<file path="src/rtl/micro_tiles_pkg.sv">
// Shared constants and helpers for the micro tile container: tile select
// codes, LFSR seed/taps and the small arithmetic helpers used by the bank.
package micro_tiles_pkg;

    localparam int TILE_W = 8;

    localparam logic [1:0] TILE_CNT   = 2'd0;
    localparam logic [1:0] TILE_SHIFT = 2'd1;
    localparam logic [1:0] TILE_MUL   = 2'd2;
    localparam logic [1:0] TILE_LFSR  = 2'd3;

    localparam logic [TILE_W-1:0] LFSR_SEED = 8'h01;

    // Taps for x^8+x^6+x^5+x^4+1 in a left-shifting Fibonacci register:
    // feedback is the XOR of bits 7, 5, 4 and 3.
    localparam logic [TILE_W-1:0] LFSR_TAPS = 8'b1011_1000;

    function automatic logic [TILE_W-1:0] lfsr_next(input logic [TILE_W-1:0] state);
        return {state[TILE_W-2:0], ^(state & LFSR_TAPS)};
    endfunction

    // 3x3 unsigned product, widened before multiplying so no bits are lost.
    function automatic logic [5:0] mul3x3(input logic [2:0] a, input logic [2:0] b);
        logic [5:0] wide_a;
        logic [5:0] wide_b;
        wide_a = {3'b000, a};
        wide_b = {3'b000, b};
        return wide_a * wide_b;
    endfunction

endpackage

</file>
<file path="src/rtl/micro_tile_bank.sv">
// Holds the four concurrently running micro tiles. Every tile updates each
// cycle from the shared data bus; which one is visible is decided by the top.
module micro_tile_bank
    import micro_tiles_pkg::*;
(
    input  logic              clk,
    input  logic              rst_n,
    input  logic              ena,
    input  logic [5:0]        data,
    output logic [TILE_W-1:0] cnt_q,
    output logic [TILE_W-1:0] shift_q,
    output logic [TILE_W-1:0] mul_q,
    output logic [TILE_W-1:0] lfsr_q
);

    logic step;
    logic dir_down;
    logic shift_bit;

    assign step      = ena & data[0];
    assign dir_down  = data[1];
    assign shift_bit = data[1];

    // Tile 0: up/down counter, wraps naturally modulo 256.
    always_ff @(posedge clk) begin
        if (!rst_n) begin
            cnt_q <= '0;
        end else if (step) begin
            if (dir_down) begin
                cnt_q <= cnt_q - 8'd1;
            end else begin
                cnt_q <= cnt_q + 8'd1;
            end
        end
    end

    // Tile 1: serial-in shift register, new bit enters at the LSB.
    always_ff @(posedge clk) begin
        if (!rst_n) begin
            shift_q <= '0;
        end else if (step) begin
            shift_q <= {shift_q[TILE_W-2:0], shift_bit};
        end
    end

    // Tile 2: registered 3x3 multiplier; runs whenever enabled, step not needed.
    always_ff @(posedge clk) begin
        if (!rst_n) begin
            mul_q <= '0;
        end else if (ena) begin
            mul_q <= {2'b00, mul3x3(data[2:0], data[5:3])};
        end
    end

    // Tile 3: maximal-length LFSR; seed is nonzero so the all-zero lockup
    // state is unreachable.
    always_ff @(posedge clk) begin
        if (!rst_n) begin
            lfsr_q <= LFSR_SEED;
        end else if (step) begin
            lfsr_q <= lfsr_next(lfsr_q);
        end
    end

endmodule

</file>
<file path="src/rtl/micro_tiles_container.sv">
// Tiny Tapeout wrapper hosting four micro tiles. ui_in[7:6] picks which
// tile drives uo_out; bidirectional pins are left as inputs and ignored.
module micro_tiles_container
    import micro_tiles_pkg::*;
(
    input  logic       clk,
    input  logic       rst_n,
    input  logic       ena,
    input  logic [7:0] ui_in,
    input  logic [7:0] uio_in,
    output logic [7:0] uo_out,
    output logic [7:0] uio_out,
    output logic [7:0] uio_oe
);

    logic [TILE_W-1:0] cnt_q;
    logic [TILE_W-1:0] shift_q;
    logic [TILE_W-1:0] mul_q;
    logic [TILE_W-1:0] lfsr_q;
    logic [1:0]        sel;
    logic              unused_uio;

    assign sel        = ui_in[7:6];
    assign unused_uio = ^uio_in;

    assign uio_out = 8'h00;
    assign uio_oe  = 8'h00;

    micro_tile_bank u_bank (
        .clk     (clk),
        .rst_n   (rst_n),
        .ena     (ena),
        .data    (ui_in[5:0]),
        .cnt_q   (cnt_q),
        .shift_q (shift_q),
        .mul_q   (mul_q),
        .lfsr_q  (lfsr_q)
    );

    // Output steering is purely combinational so a select change shows
    // up in the same cycle.
    always_comb begin
        uo_out = cnt_q;
        case (sel)
            TILE_CNT:   uo_out = cnt_q;
            TILE_SHIFT: uo_out = shift_q;
            TILE_MUL:   uo_out = mul_q;
            TILE_LFSR:  uo_out = lfsr_q;
            default:    uo_out = cnt_q;
        endcase
    end

endmodule

</file>
<file path="config.mk">
export PLATFORM = sky130hd
export DESIGN_NAME = micro_tiles_container
export DESIGN_NICKNAME = d
export VERILOG_FILES = /design/src/rtl/micro_tiles_pkg.sv /design/src/rtl/micro_tile_bank.sv /design/src/rtl/micro_tiles_container.sv
export SDC_FILE = /design/constraint.sdc
export NUM_CORES = 1
export LEC_CHECK = 0
export ABC_AREA = 1
export CORE_MARGIN = 8
export CORE_UTILIZATION = 36
export DETAILED_ROUTE_END_ITERATION = 7
export SETUP_SLACK_MARGIN = 0.5
export SYNTH_ARGS = -nofsm -noshare
export SYNTH_HDL_FRONTEND = slang
export SYNTH_HIERARCHICAL = 1
export SYNTH_SLANG_ARGS = --single-unit
</file>
<file path="constraint.sdc">
create_clock -name clk -period 4 [get_ports clk]
set_clock_uncertainty 0.15 [all_clocks]
set_input_delay 1.2 -clock clk [delete_from_list [all_inputs] [get_ports clk]]
set_output_delay 1.2 -clock clk [all_outputs]
set_load 0.02 [all_outputs]
</file>
==> qor.yml <==
critical_path:
  regToRegEndpoint: "u_bank/cnt_q[4]"
  cp_slowest_stage_delay_ns: 0.19
  worstSetupStartpointType: "input port"
  path_cells: "clkbuf_2 > buf_12 > nor2_4 > nand2_1 > nand4_1 > buf_6"
  worst_ep_arrival_time_ns: 2.02
  r2r_slack_ns: 2.23
  end_kind: "primary output"
  rr_worst_depth: 10
  critPathTopFamily: "buffers and inverters"
  required_ns: 2.65
  path_class: "input port to primary output"
  r2r-start: "u_bank/cnt_q[0]"
  slowest_stage: "nor2_4"
  path_buf_inv: 3
  path_max_fanout: 9
clock_tree:
  cts_hold_buf: 0
  cts.sinks: 30
  htree_levels: 2
  cts_buffer_depth: 2
  cts_root_buf: "clkbuf_8"
  clkTransAtPathRegs_ns: 0.06
  numCtsBuffers: 5
  cts_tree: "done"
  clkLatencyLatePin_ns: 0.28
sta:
  setup_violations: 0
  fmax_mhz: 296.7
  drv_slew: 0
  grt_setup_unrepaired: "false"
  fin_crit_sh_pct: 84.25
  fin_crit_ns: 3.370
  hold_violations: 0
  worst_pin_slew_ns: 0.5296
  slew_headroom_pct: 64.64
synthesis:
  synth-seq-cells: 30
  syn_area_per_cell_um2: 6.983
  seq_area_frac_synth_pct: 30.28
  netlist_instances: 284
  synthTopCellsByArea: "dfxtp_1, nor2_1, nand3_1"
  yosys_warnings: 6
  synth_area_leader_cell: "dfxtp_1"
  syn-cell-area_um2: 1983
  synth_top_area_share_pct: 30.28
  synth.distinct_cells: 27
flow_run:
  drv_cap: 0
global_route:
  grt_max_degree: 32
  track_usage_pct: 10.94
  grt_overflow_total: 0
  grt_pass1_wl_um: 7555
  grt_pass1_vias: 1604
  antenna_found_initial: 0
routing:
  post_drt_wl_per_cell_um: 11.54
  firstDrtPassIters: 4
  wirelength_um: 4375
  num_vias: 1766
  detail_route.vias_per_cell: 4.660
  drcViolationCount: 0
  dr.first_iter.drc_count: 74
  drtAntennaViolNets: 0
layout:
  diodes: 0
  stdcell_area_um2: 2281
  drive_above_1_share_pct: 11.73
  mostFrequentLayoutCells: "nor2_1, nand2_1, nand3_1"
  layout_commonest_cell: "nor2_1"
  nets: 339
  nFillCells: 576
  area_delta_synth_final_pct: 15.02
pwr:
  p_leak_nw: 1.098
  powerDensity_nw_per_um2: 337.7
  p_total_uw: 770.2
  vdd_drop_max_uv: 241.8
floorplan:
  die_w_um: 90.22
  die_h_um: 90.22
  initial_core_util_pct: 36.69
  core_um2: 5405
  io_pins: 43
  die-area_um2: 8140
  rows: 27
place:
  gp_congestion: 0.7982
  place_hpwl_um: 3217
  dpl_cell_area_um2: 2160
  io_buffer_count: 18
hold_path:
  worstHoldStart: "u_bank/mul_q[0]"
  min_to: "u_bank/mul_q[0]"
  min_delay_path_depth: 2
  hp-class: "flip-flop to flip-flop"
status:
  status: "completed"
==> registers in the layout, summed over array words and instances, names as in the netlist <==
signal / flops
u_bank/cnt_q: 8
u_bank/lfsr_q: 8
u_bank/shift_q: 8
u_bank/mul_q: 6
==> through the flow <==
step / hold WS, ns / TNS, ns / utilization (%) / instances / worst slack, ns
floorplan: 0.2945 / 0 / - / 300 / 0.8999
global placement: 0.3127 / -1.121 / 39.95 / 368 / -0.1581
detailed placement: 0.3100 / -1.119 / 39.95 / 368 / -0.1565
CTS: 0.3237 / 0 / 42.18 / 379 / 0.4905
global route: 0.3543 / 0 / 42.20 / 379 / 0.5180
finish: 0.3271 / 0 / 42.20 / 379 / 0.6299
==> synthesized netlist by cell type <==
| master | instances |
|---|---|
| or2_0 | 1 |
| inv_1 | 26 |
| nand2_2 | 1 |
| inv_2 | 4 |
| ha_1 | 11 |
| xnor2_1 | 5 |
| nor2_1 | 45 |
| a21oi_1 | 13 |
| buf_6 | 4 |
| nor2_2 | 1 |
| buf_2 | 1 |
| nand4_1 | 8 |
| nand3_1 | 33 |
| dfxtp_1 | 30 |
| o21ai_1 | 4 |
| nand2_1 | 40 |
| fa_1 | 3 |
| nor2_4 | 1 |
| o21ai_0 | 20 |
| conb_1 | 2 |
| clkbuf_1 | 3 |
| nand3b_1 | 3 |
| or2_1 | 2 |
| o211ai_1 | 1 |
| xor2_1 | 1 |
| and2_4 | 1 |
| buf_4 | 20 |
==> power breakdown <==
group	switching [mW]	leakage, nW	internal, mW
Combinational	0.110	0.803	0.0770
Sequential	0.0162	0.247	0.319
Clock	0.109	0.0482	0.138
==> timing repair <==
item,in CTS,in global routing
gates resized for setup,43,7
pin swaps,1,2
buffers inserted,2,0
setup endpoints to repair,8,8
endpoints found under the hold margin,0,0
cloned,1,0
==> tightest hold or removal path, delay by kind of cell, from the launching register on <==
family | cells | cell delay (ns)
compound gates | 1 | 0.06
flops | 1 | 0.31
simple gates | 1 | 0.06
==> worst max-delay path by stage <==
stage | start | endpoint | cells past startpoint
after floorplan | ui_in[7] | uo_out[3] | 4
after global placement | ui_in[6] | uo_out[2] | 6
after detailed placement | ui_in[6] | uo_out[6] | 6
after CTS | ui_in[6] | uo_out[6] | 6
after global routing | ui_in[0] | u_bank/mul_q[4] | 10
final | ui_in[6] | uo_out[6] | 6
==> routing by layer <==
| metal | vias up | global-route usage, % | wire length, um |
|---|---|---|---|
| li1 | 927 | - | - |
| met4 | 0 | 2.913 | 32 |
| met3 | 4 | 3.741 | 295 |
| met5 | - | 0 | 0 |
| met2 | 51 | 17.24 | 1981 |
| met1 | 784 | 13.82 | 2066 |
==> area by class of cell <==
type / count / area (um^2) / share of cell area (%)
inverters: 30 / 112.6 / 4.937
clock buffers: 7 / 86.33 / 3.785
clock inverters: 1 / 5.005 / 0.2194
well taps: 72 / 90.09 / 3.950
multi-input cells: 212 / 1124 / 49.26
flip-flops and latches: 30 / 600.6 / 26.33
repair buffers: 27 / 262.8 / 11.52
==> cell families after synthesis <==
logic type / after synthesis / synth area share, %
adder cells (fa/ha/maj): 14 / 9.968
AND/OR/NAND/NOR: 136 / 30.66
flip-flops: 30 / 30.28
AO/OA/AOI/OAI: 38 / 9.716
buffers and inverters: 58 / 16.34
XOR/XNOR: 6 / 2.650
other: 2 / 0.3787
(Power assumes the default switching activity.)
